===== config.mk =====
export PLATFORM = sky130hd
export DESIGN_NAME = frame_seq
export DESIGN_NICKNAME = d
export VERILOG_FILES = /design/src/rtl/frame_seq.sv
export SDC_FILE = /design/constraint.sdc
export NUM_CORES = 1
export LEC_CHECK = 0
export CAP_MARGIN = 20
export CORE_AREA = 4 4 152 154
export DETAILED_ROUTE_END_ITERATION = 8
export DIE_AREA = 0 0 156 158
export GPL_TIMING_DRIVEN = 0
export PLACE_DENSITY_LB_ADDON = 0.2
export SYNTH_ARGS = -nofsm -noshare
export SYNTH_HDL_FRONTEND = slang
export SYNTH_SLANG_ARGS = --single-unit

===== constraint.sdc =====
create_clock -name clk -period 14.4 [get_ports clk]
set_clock_uncertainty 0.05 [all_clocks]
set_input_delay 1.44 -clock clk [delete_from_list [all_inputs] [get_ports clk]]
set_output_delay 1.44 -clock clk [all_outputs]
set_load 0.03 [all_outputs]

===== src/rtl/frame_seq.sv =====
// Frame sequencer between data_sync and the 3x3 filter core: tracks header geometry,
// walks row/col over accepted beats, drives prime/run/border phases and reports errors.
module frame_seq #(
  parameter int DIM_W       = 32,
  parameter int KERNEL      = 3,
  parameter int TIMEOUT_CYC = 1_000_000,
  parameter int FCNT_W      = 16
) (
  input  logic              clk,
  input  logic              rst,
  input  logic              hdr_vld,
  input  logic [DIM_W-1:0]  hdr_width,
  input  logic [DIM_W-1:0]  hdr_height,
  input  logic              pix_vld,
  output logic              pix_rdy,
  input  logic              line,
  input  logic              done,
  input  logic              filt_rdy,
  input  logic              abort,
  output logic              prime,
  output logic              filt_en,
  output logic              border,
  output logic              busy,
  output logic              frame_done,
  output logic              err_size,
  output logic              err_sync,
  output logic              err_timeout,
  output logic [FCNT_W-1:0] frame_cnt,
  output logic [2:0]        dbg_state
);

  typedef enum logic [2:0] {
    IDLE  = 3'd0,
    PRIME = 3'd1,
    RUN   = 3'd2,
    DONE  = 3'd3,
    ERR   = 3'd4
  } state_t;

  localparam int TMO_W = $clog2(TIMEOUT_CYC) + 1;
  localparam logic [DIM_W-1:0] ONE        = DIM_W'(1);
  localparam logic [DIM_W-1:0] KDIM       = DIM_W'(KERNEL);
  localparam logic [DIM_W-1:0] HALF       = DIM_W'(KERNEL / 2);
  localparam logic [DIM_W-1:0] PRIME_LAST = DIM_W'(KERNEL - 2);
  // The stall that makes the counter reach TIMEOUT_CYC-1 is the one that trips.
  localparam logic [TMO_W-1:0] TMO_TRIP   = TMO_W'(TIMEOUT_CYC - 2);

  state_t             state_q;
  logic [DIM_W-1:0]   w_q, h_q;
  logic [DIM_W-1:0]   col_q, row_q;
  logic [TMO_W-1:0]   tmo_q;
  logic [FCNT_W-1:0]  frame_cnt_q;
  logic               err_size_q, err_sync_q, err_timeout_q;

  logic               active;
  logic               beat;
  logic               last_col;
  logic               last_row;
  logic               end_frame;
  logic               sync_bad;
  logic               hdr_small;
  logic [DIM_W-1:0]   col_d, row_d;

  // Handshake: a beat transfers on any cycle where pix_vld and pix_rdy are both high;
  // pix_rdy depends only on the registered state, filt_rdy and abort.
  assign active  = (state_q == PRIME) || (state_q == RUN);
  assign pix_rdy = active & filt_rdy & ~abort;
  assign beat    = pix_vld & pix_rdy;

  assign last_col  = (col_q == w_q - ONE);
  assign last_row  = (row_q == h_q - ONE);
  assign end_frame = last_col & last_row;
  assign sync_bad  = (line != last_col) | (done != end_frame);
  assign hdr_small = (hdr_width < KDIM) | (hdr_height < KDIM);

  always_comb begin
    col_d = col_q + ONE;
    row_d = row_q;
    if (last_col) begin
      col_d = '0;
      row_d = row_q + ONE;
    end
  end

  always_ff @(posedge clk) begin
    if (rst) begin
      state_q       <= IDLE;
      w_q           <= '0;
      h_q           <= '0;
      col_q         <= '0;
      row_q         <= '0;
      tmo_q         <= '0;
      frame_cnt_q   <= '0;
      err_size_q    <= 1'b0;
      err_sync_q    <= 1'b0;
      err_timeout_q <= 1'b0;
    end else begin
      err_size_q    <= 1'b0;
      err_sync_q    <= 1'b0;
      err_timeout_q <= 1'b0;
      if (abort) begin
        // Abort outranks any beat, header or error arriving in the same cycle.
        state_q <= IDLE;
        col_q   <= '0;
        row_q   <= '0;
        tmo_q   <= '0;
      end else begin
        case (state_q)
          IDLE: begin
            if (hdr_vld) begin
              w_q <= hdr_width;
              h_q <= hdr_height;
              if (hdr_small) begin
                err_size_q <= 1'b1;
              end else begin
                state_q <= PRIME;
                col_q   <= '0;
                row_q   <= '0;
                tmo_q   <= '0;
              end
            end
          end
          PRIME, RUN: begin
            if (beat) begin
              if (sync_bad) begin
                err_sync_q <= 1'b1;
                state_q    <= ERR;
              end else begin
                col_q <= col_d;
                row_q <= row_d;
                tmo_q <= '0;
                if (state_q == PRIME && last_col && row_q == PRIME_LAST) begin
                  state_q <= RUN;
                end
                if (state_q == RUN && end_frame) begin
                  state_q     <= DONE;
                  frame_cnt_q <= frame_cnt_q + FCNT_W'(1);
                end
              end
            end else if (tmo_q == TMO_TRIP) begin
              err_timeout_q <= 1'b1;
              state_q       <= ERR;
            end else begin
              tmo_q <= tmo_q + TMO_W'(1);
            end
          end
          DONE: begin
            state_q <= IDLE;
          end
          ERR: begin
            state_q <= ERR;
          end
          default: begin
            state_q <= IDLE;
          end
        endcase
      end
    end
  end

  assign prime       = (state_q == PRIME);
  assign filt_en     = (state_q == RUN);
  assign busy        = active;
  assign frame_done  = (state_q == DONE);
  assign border      = (state_q == RUN) & ((col_q < HALF) | (col_q >= w_q - HALF));
  assign err_size    = err_size_q;
  assign err_sync    = err_sync_q;
  assign err_timeout = err_timeout_q;
  assign frame_cnt   = frame_cnt_q;
  assign dbg_state   = state_q;

endmodule


# After elaboration in Yosys (flattened, before gate mapping)
# Cells that the tools add are included.
# totals
reg_bits	171
in_bits	72
out_inout_bits	28
elab_cells	97
# op_classes
n_addsub	6
magnitude_cmp	4
n_eq_ne	19
mux	27
bitwise_logic	14
reduce_logical	17
# op_table
operator	n
$mux W32	8
$pmux W32 S2	2
$mux W21	5
$add A32 B1 Y32 const B	2
$eq A32 B32 Y1	2
$lt A32 B2 Y1 const B	2
$sub A32 B1 Y32 const B	2
$pmux W21 S2	1
$eq A32 B1 Y1 const B	1
$ge A32 B32 Y1	1
$lt A32 B1 Y1 const B	1
$add A21 B1 Y21 const B	1
$eq A21 B20 Y1 const B	1
$mux W3	7
$add A16 B1 Y16 const B	1
$reduce_and A5 Y1	3
$reduce_or A4 Y1	3
$ne A2 B2 Y1 const B	5
$ne A3 B3 Y1 const B	3
$pmux W3 S3	1
$eq A3 B2 Y1 const B	2
$not A1 Y1	6
$reduce_and A6 Y1	1
$and A1 B1 Y1	5
13 further kinds	21

# Longest topological paths before layout
# Gate-level depths: netlist of run 1.
# logic_depth
word_depth	9
depth_mapped	23
depth_no_buf	20

# Worst setup path before layout of run 1
# No wires, ideal clock.
# synth_timing
kind	register to register
startpoint	reg w_q[2]
endpoint	reg row_q[21]
setup_ns	0.070
t_arrival_ns	5.533
required_time_ns	14.280
path_slack_ns	8.747
path_stages_with_launch	22
period_less_slack_ns	5.653
path_cell_list	dfxtp_1 -> nor2_1 -> nand2_1 -> or3_1 -> nor3_1 -> nand3_1 -> nor4_1 -> nand3_1 -> nor3_1 -> xnor2_1 -> ha_1 -> nand4_1 -> nor2_1 -> nand4_1 -> or4b_1 -> or4_4 -> or4_4 -> o21ai_2 -> a31oi_2 -> buf_6 -> or4_1 -> a21oi_1
# synth_via
elab_chain_cells	7
elab_cells_between_ends	9
classes_between	add/sub (1); eq/ne (5); bitwise (2); reduce/logical (1)
# synth_lines
item	line	source
start, declared	49	logic [DIM_W-1:0] w_q, h_q;
start signal, assigned	111	w_q <= hdr_width;
$sub A32 B1 Y32 (*)	70	assign last_col = (col_q == w_q - ONE);
$eq A32 B32 Y1 (*)	70	
$and A1 B1 Y1	72	assign end_frame = last_col & last_row;
$ne A1 B1 Y1	73	assign sync_bad = (line != last_col) | (done != end_frame);
$or A1 B1 Y1	73	
$ne A2 B2 Y1 (no line)	--	
$reduce_and A6 Y1 (no line) (*)	--	
end signal, assigned	130	row_q <= row_d;
end, declared	50	logic [DIM_W-1:0] col_q, row_q;
# Every way passes the cells marked *; elsewhere a longest branch is shown, timed or not.
# A chain may end at the register's enable or synchronous reset.

# Worst setup path after layout of run 1
# layout_timing
startpoint	reg w_q[2]
endpoint	reg col_q[18]
# layout_via
elab_chain_cells	7
elab_cells_between_ends	12
classes_between	add/sub (1); eq/ne (4); mux (4); bitwise (2); reduce/logical (1)
# layout_lines
item	line	source
$sub A32 B1 Y32 (*)	70	
$eq A32 B32 Y1 (*)	70	
$and A1 B1 Y1	72	
$ne A1 B1 Y1	73	
$or A1 B1 Y1	73	
$ne A2 B2 Y1 (no line)	--	
$reduce_and A5 Y1 (no line)	--	
end signal, assigned	129	col_q <= col_d;
end, declared	50	
# Every way passes the cells marked *; elsewhere a longest branch is shown, timed or not. The select of a mux whose other input is x is not followed.

==> metrics.txt, run 1 <==
htree depth 4; Max Cap Viol 0; most frequent cells in the layout nand2_1, dfxtp_1, a21oi_1; Synth Instances ~1400; placed cells between 1500 and 2000; endpoints failing setup 0; Synth Cell Area about 11000 um2; GR Overflow Total 0; area growth from synthesis to final layout 18.0%; critical path capture point type register; vias in the first global route about 10000; Max-slew headroom 0.246; Power Total around 1.2 mW; via/cell ratio approximately 6.1; LEAKAGE 4.30 nW; Iter 0 DRT Violations ~930; RSZ-0062 raised after global routing no; Placement Setup Slack between 7000 and 8000 ps; CTS Hold Buffers Added 0; post-layout util 0.581; Synth Warn # 0; Final WS setup 7020 ps; PD cells a little over 90 nW/um2; CTS tree yes; Hold Crit Class register to register; # IOs 100; Starting Density 0.492; first-pass GRT wire length between 50 and 60 mm; drt drc 0; Die ar. about 25000 um2; Most used DFF post-synth dfxtp_1; syn nets 1496; final slew viol count 0; Finished Layout Cells ~1800; setup TNS 0 ps; Max Buffers Root-to-Sink 2; routed len/inst 18.0 um; # rows 54; nets approximately 1600; n_diodes 0; Final ANT Viol Nets 0; Post-CTS Setup Bufs 0; fillers between 1500 and 2000; Die Height 158 um; commonest non-fill, non-tap cell in the layout nand2_1; actual slew at the worst max-slew pin between 1000 and 1500 ps; vias 11000; required time of the critical path about 15000 ps; PortBufs 99; Sink Count between 150 and 200; root buffer cell clkbuf_16; final hold slack roughly 430 ps; Setup Crit Path Kind register to register; first drt pass iteration count 7; period utilization 0.512; largest net degree at the start of global routing 17; Final Hold Vio Count 0; Synth cell types approximately 70; placed cell area 12000 um2; final wirelength 32.3 mm; synthesized area per cell 7.72 um2; Clk pin slew, worst setup/hold paths ~70 ps; die width 156 um; outcome complete, no violations; Core ar. between 20000 and 25000 um2; Seq/Total Area, Yosys 0.321; min cycle time layout between 7000 and 8000 ps; CP arrival approximately 7700 ps; #FFs+latches synth ~170; Max rail drop VDD about 0.07 mV; post-cts resize count 0; design area between 10000 and 15000 um2; total CTS buffers 17; async set-or-reset flop fraction in the synthesized netlist 0; CP Max Fanout 10; clk_lat worst skew about 440 ps; Post-synth EDFFs 0; CP Launch Type register; DP HPWL around 24 mm; GP Congestion between 0.9 and 1; f_max about 140 MHz; layout cells sized above 1 0.0469; initial antenna violation count 0; GRT Util Overall 0.260
## routing by layer
metal  up-vias  GRT usage  wire length [um]
met5         -          0                 0
met4         0      0.102               939
met3        66     0.0344              1480
met2       323      0.458             16000
met1      5267      0.323             13800
li1       5298          -                 -
## path summary, 6_finish.rpt
check,end,slack [ps],startpoint,depth (start not counted)
max,col_q[18],7020,w_q[2],22
min,tmo_q[17],430,tmo_q[17],2
max reg2reg,col_q[18],7020,w_q[2],22
min reg2reg,tmo_q[17],430,tmo_q[17],2
## kinds of logic after synthesis
group	synth area share
xor+xnor	0.0714
mux	0.0217
fa+ha+maj	0.0481
flops	0.321
simple gates	0.320
buf+inv	0.0447
compound gates	0.174
## flip-flops by register name (all words and copies together) (netlist names)
signal       cells
col_q           32
h_q             32
row_q           32
w_q             32
tmo_q           21
frame_cnt       16
dbg_state        3
err_size         1
err_sync         1
err_timeout      1
## critical path, cell delays in order (launching register included)
cell      delay (ps)
dfxtp_1          350
nor2_1           150
nand2_1          110
or3_1            370
nor3_1           210
nand3_1          150
nor4_1           710
nand3_1          290
nor3_1           300
xnor2_1          130
ha_1             310
nand4_1          120
nor2_1           320
nand4_1          380
or4b_1           640
or4_4            450
nor4_2           720
a211oi_1         210
buf_2            250
o31ai_2          390
clkbuf_1         380
o21ai_0          160
a21oi_1          140
## final cells by class
| class | instances | area, um2 | share of cell area |
|---|---|---|---|
| plain buffers | 77 | 353 | 0.0280 |
| repair buffers | 100 | 996 | 0.0791 |
| well taps | 280 | 350 | 0.0278 |
| clock inverters | 11 | 110 | 0.00874 |
| flip-flops and latches | 171 | 3420 | 0.272 |
| clock buffers | 21 | 460 | 0.0366 |
| inverters | 33 | 124 | 0.00984 |
| multi-input cells | 1102 | 6780 | 0.538 |
## report_power, final
| part | internal (mW) | switching [mW] | leakage [nW] |
|---|---|---|---|
| clock | 0.250 | 0.210 | 0.282 |
| sequential | 0.482 | 0.0121 | 1.38 |
| combinational | 0.0925 | 0.130 | 2.64 |
| total | 0.825 | 0.351 | 4.30 |
## cell usage after synthesis (28+ instances only)
| cell | instances | share of area |
|---|---|---|
| nand2_1 | 237 | 0.083 |
| dfxtp_1 | 171 | 0.32 |
| a21oi_1 | 144 | 0.068 |
| nor2_1 | 67 | 0.024 |
| clkbuf_1 | 57 | 0.020 |
| xnor2_1 | 53 | 0.043 |
| nor4_1 | 50 | 0.029 |
| or4_1 | 46 | 0.032 |
| nand3_1 | 44 | 0.021 |
| o31ai_1 | 43 | 0.030 |
| ha_1 | 41 | 0.048 |
| nor3_1 | 38 | 0.018 |
| xor2_1 | 34 | 0.028 |
| inv_1 | 32 | 0.011 |
| o21ai_0 | 32 | 0.015 |
| nand4_1 | 31 | 0.018 |
| or3_1 | 28 | 0.016 |
No activity file was read; power rests on OpenSTA's default activity.
==> run 2, diff against run 1 <==
==> constraint.sdc (replaced) <==
create_clock -name clk -period 6.2 [get_ports clk]
set_clock_uncertainty 0.05 [all_clocks]
set_input_delay 0.62 -clock clk [delete_from_list [all_inputs] [get_ports clk]]
set_output_delay 0.62 -clock clk [all_outputs]
set_load 0.03 [all_outputs]
==> metrics.txt, run 2 (same netlist as run 1, synthesis figures left out) <==
sequential cell fraction of total power 0.417; clk_lat worst skew 440 ps; # rows 54; final hold slack around 430 ps; Sw Share 0.300; htree depth 4; PD cells ~220 nW/um2; CP Launch Type register; initial antenna violation count 0; CP Max Fanout 10; largest net degree at the start of global routing 17; die width 156 um; actual slew at the worst max-slew pin between 1000 and 1500 ps; first-pass GRT wire length between 50 and 60 mm; area growth from synthesis to final layout 20.0%; n_diodes 0; root buffer cell clkbuf_16; NetSw between 800 and 900 uW; power share of the clock group 0.386; WL met1 13.9 mm; period utilization 0.949; Die ar. between 20000 and 25000 um2; min cycle time layout slightly below 6000 ps; GP Congestion ~0.93; Clk pin slew, worst setup/hold paths 70 ps; final slew viol count 0; CP arrival about 6200 ps; total CTS buffers 17; placed cell area 12000 um2; routed wl met2 16.2 mm; # IOs 100; Final ANT Viol Nets 0; CTS tree yes; vias in the first global route around 10000; Starting Density 0.492; fillers roughly 2000; DP HPWL ~24 mm; CTS Hold Buffers Added 0; f_max ~170 MHz; R2R Setup Slk approximately 310 ps; final wirelength 32.6 mm; via/cell ratio slightly above 6; Logic pwr share 0.197; GRT Util Overall 0.262; endpoints failing setup 0; Max Cap Viol 0; Iter 0 DRT Violations around 840; LEAKAGE 4.38 nW; Power Total roughly 2.8 mW; nets 1621; commonest non-fill, non-tap cell in the layout nand2_1; required time of the critical path around 6500 ps; Max-slew headroom 0.252; Max rail drop VDD around 0.16 mV; post-layout util 0.591; Hold Crit Class register to register; PortBufs 99; Internal roughly 1.9 mW; outcome complete, no violations; GR Overflow Total 0; Core ar. roughly 22000 um2; most frequent cells in the layout nand2_1, dfxtp_1, a21oi_1; design area 12800 um2; layout cells sized above 1 0.0684; first drt pass iteration count 7; routed len/inst about 18 um; Die Height between 150 and 200 um; Max Buffers Root-to-Sink 2; vias 11000; drt drc 0; critical path capture point type register; Setup Crit Path Kind register to register; Sink Count approximately 170; Top Metal Used met4; Final Hold Vio Count 0; met3 wire len 1.52 mm
## run 2: area by class of cell
| class | instances | area [um2] | area share |
|---|---|---|---|
| multi-input cells | 1102 | 6940 | 0.542 |
| flip-flops and latches | 171 | 3420 | 0.267 |
| repair buffers | 106 | 1040 | 0.0813 |
| clock buffers | 21 | 460 | 0.0359 |
| clock inverters | 11 | 110 | 0.00860 |
| well taps | 280 | 350 | 0.0274 |
| plain buffers | 77 | 363 | 0.0283 |
| inverters | 33 | 124 | 0.00967 |
## run 2: through the flow
step	TNS, ps	std cells	setup WS, ps
2_1_floorplan	0	1383	547
3_3_place_gp	-65590	1762	-911
3_5_place_dp	-77990	1763	-1030
4_1_cts	0	1798	24.7
5_1_grt	-24.4	1801	-16.2
6_report	0	1801	313
## run 2: power groups by stage
stage	combinational (mW)	clock, mW	sequential (mW)
5_1_grt	0.599	1.12	1.15
3_5_place_dp	0.505	0	1.17
2_1_floorplan	0.346	0	1.17
6_report	0.544	1.07	1.15
4_1_cts	0.527	1.07	1.15
3_3_place_gp	0.495	0	1.17
## run 2: final timing paths
path	start	end	cells past startpoint
setup reg to reg	w_q[2]	col_q[25]	24
hold reg to reg	tmo_q[17]	tmo_q[17]	2
hold / removal	tmo_q[17]	tmo_q[17]	2
setup / recovery	w_q[2]	col_q[25]	24
## run 2: critical path: stages, from the launching register on
cell	delay, ps
dfxtp_1	360
nor2_2	150
nand2_2	80
or3_4	360
nor3_4	160
nand3_2	150
nor4_4	250
buf_4	170
nand2_1	90
nor4_2	270
xnor2_1	120
ha_1	300
nand4_1	110
nor2_2	160
nand4_1	240
or4b_1	570
or4_4	460
nor4_4	260
buf_4	200
a211oi_1	100
buf_2	220
or3_1	440
buf_4	210
a41o_1	220
a21oi_1	120
## run 2: routing by layer
layer | track usage | up-vias
met3 | 0.0309 | 69
met5 | 0 | -
li1 | - | 5320
met1 | 0.328 | 5296
met4 | 0.102 | 0
met2 | 0.462 | 360
## run 2: repair_timing
| item | in CTS | in global routing |
|---|---|---|
| resized for setup | 13 | 27 |
| endpoints found under the setup margin | 93 | 84 |
| cloned | 0 | 0 |
| pin swaps | 4 | 9 |
| hold endpoints to repair | 0 | 0 |
| buffers inserted | 3 | 3 |
==> run 3, diff against run 2 <==
--- a/config.mk
+++ b/config.mk
@@ -10,6 +10,7 @@
 export DETAILED_ROUTE_END_ITERATION = 8
 export DIE_AREA = 0 0 156 158
 export GPL_TIMING_DRIVEN = 0
+export MAX_ROUTING_LAYER = met4
 export PLACE_DENSITY_LB_ADDON = 0.2
 export SYNTH_ARGS = -nofsm -noshare
 export SYNTH_HDL_FRONTEND = slang
==> metrics.txt, run 3 (same netlist as run 1, synthesis figures left out) <==
# rows 54; reg2reg start w_q[2]; root buffer cell clkbuf_16; period utilization 0.953; hold depth 2; outcome complete, no violations; Max-slew headroom 0.305; Final Hold Vio Count 0; RSZ-0062 raised after global routing yes; worst path cell trace nor2_1 > nand2_1 > or3_4 > nor3_4 > nand3_2 > nor4_4 > nand3_2 > nor3_2 > xnor2_1 > ha_1 > nand4_1 > nor2_4 > nand4_1 > or4b_4 > or4_4 > or4_4 > o21ai_4 > a31oi_4 > buf_4 > nor4_1 > mux2i_1; Max rail drop VDD between 0.15 and 0.2 mV; nets approximately 1600; vias around 11000; Max Cap Viol 0; PD cells ~220 nW/um2; LEAKAGE between 4 and 5 nW; CP arrival around 6200 ps; # IOs 100; Clk pin slew, worst setup/hold paths ~70 ps; n_diodes 0; Critical path origin w_q[2]; final slew viol count 0; total CTS buffers 17; layout cells sized above 1 0.0677; final wirelength roughly 32 mm; fillers between 2000 and 2500; Final ANT Viol Nets 0; largest net degree at the start of global routing 17; commonest non-fill, non-tap cell in the layout nand2_1; crit path to row_q[31]; hold_sp w_q[31]; min cycle time layout about 5900 ps; f_max around 170 MHz; routed len/inst 18.0 um; vias in the first global route 10200; most frequent cells in the layout nand2_1, dfxtp_1, a21oi_1; die width about 160 um; Setup Crit Path Kind register to register; Die Height 158 um; PortBufs a little under 100; CTS tree yes; endpoints failing setup 0; Iter 0 DRT Violations 775; RR Endpoint row_q[31]; first-pass GRT wire length around 52 mm; setup TNS 0 ps; clk_lat worst skew ~440 ps; drt drc 0; Starting Density 0.492; area growth from synthesis to final layout 20.1%; Max Buffers Root-to-Sink 2; first drt pass iteration count 5; actual slew at the worst max-slew pin about 1000 ps; Critical-path top delay cell or4_4; CP Max Fanout 10; Core ar. roughly 22000 um2; R2R Setup Slk 290 ps; CP Launch Type register; DP HPWL roughly 24 mm; GRT Util Overall 0.266; Die ar. ~25000 um2; Hold Crit Class register to register; Reg2Reg Depth 21; GP Congestion between 0.9 and 1; GR Overflow Total 0; Sink Count 171; initial antenna violation count 0; CP max stage delay ~600 ps; critical path capture point type register; htree depth 4; via/cell ratio 6.04; post-layout util 0.591; required time of the critical path around 6500 ps
[run 3: critical path: cells and delay by family (launching register included)]
family	cells	cell delay [ps]
muxes	1	220
DFF	1	350
adders and majority gates	1	300
buffers and inverters	1	220
and+or+nand+nor	15	4220
AOI/OAI and AO/OA	2	360
xor gates and xnor gates	1	110
[run 3: what timing repair did]
action / 4_1_cts / 5_1_grt
hold buffers: 0 / 0
buffers inserted: 3 / 3
setup endpoints to repair: 92 / 87
gates resized for setup: 8 / 27
pin swaps: 3 / 5
[run 3: layout make-up]
| cell class | count | area, um2 | share of cell area |
|---|---|---|---|
| well taps | 280 | 350 | 0.0273 |
| clock inverters | 12 | 138 | 0.0107 |
| inverters | 33 | 124 | 0.00966 |
| multi-input cells | 1102 | 6930 | 0.540 |
| flip-flops and latches | 171 | 3420 | 0.267 |
| repair buffers | 106 | 1040 | 0.0812 |
| plain buffers | 77 | 360 | 0.0281 |
| clock buffers | 20 | 457 | 0.0356 |
[run 3: how the worst min path moves through the flow]
stage | end | slack (ps)
finish | w_q[31] | 420
detailed placement | w_q[31] | 410
floorplan | tmo_q[19] | 380
CTS | w_q[31] | 420
global placement | tmo_q[19] | 410
global route | tmo_q[4] | 440
[run 3: power breakdown]
part	internal (mW)	switching, mW	leakage (nW)	total, mW
clock	0.621	0.489	0.288	1.11
combinational	0.231	0.315	2.71	0.546
sequential	1.12	0.0297	1.38	1.15
[run 3: stage by stage]
stage	power, mW	hold slack (ps)	setup WS [ps]	instances	instance area (um2)
floorplan	1.51	381	547	1383	10700
global placement	1.67	406	-876	1762	12000
detailed placement	1.68	413	-937	1763	12000
CTS	2.78	422	4.84	1798	12700
global route	2.92	442	-78.8	1801	12800
finish	2.81	422	291	1801	12800
[run 3: metal layers]
metal / part of all wire / track usage / up-vias
met2: 0.49 / 0.448 / 326
met1: 0.43 / 0.321 / 5153
met5: 0 / - / -
li1: - / - / 5316
met3: 0.047 / 0.0388 / 75
met4: 0.036 / 0.106 / 0
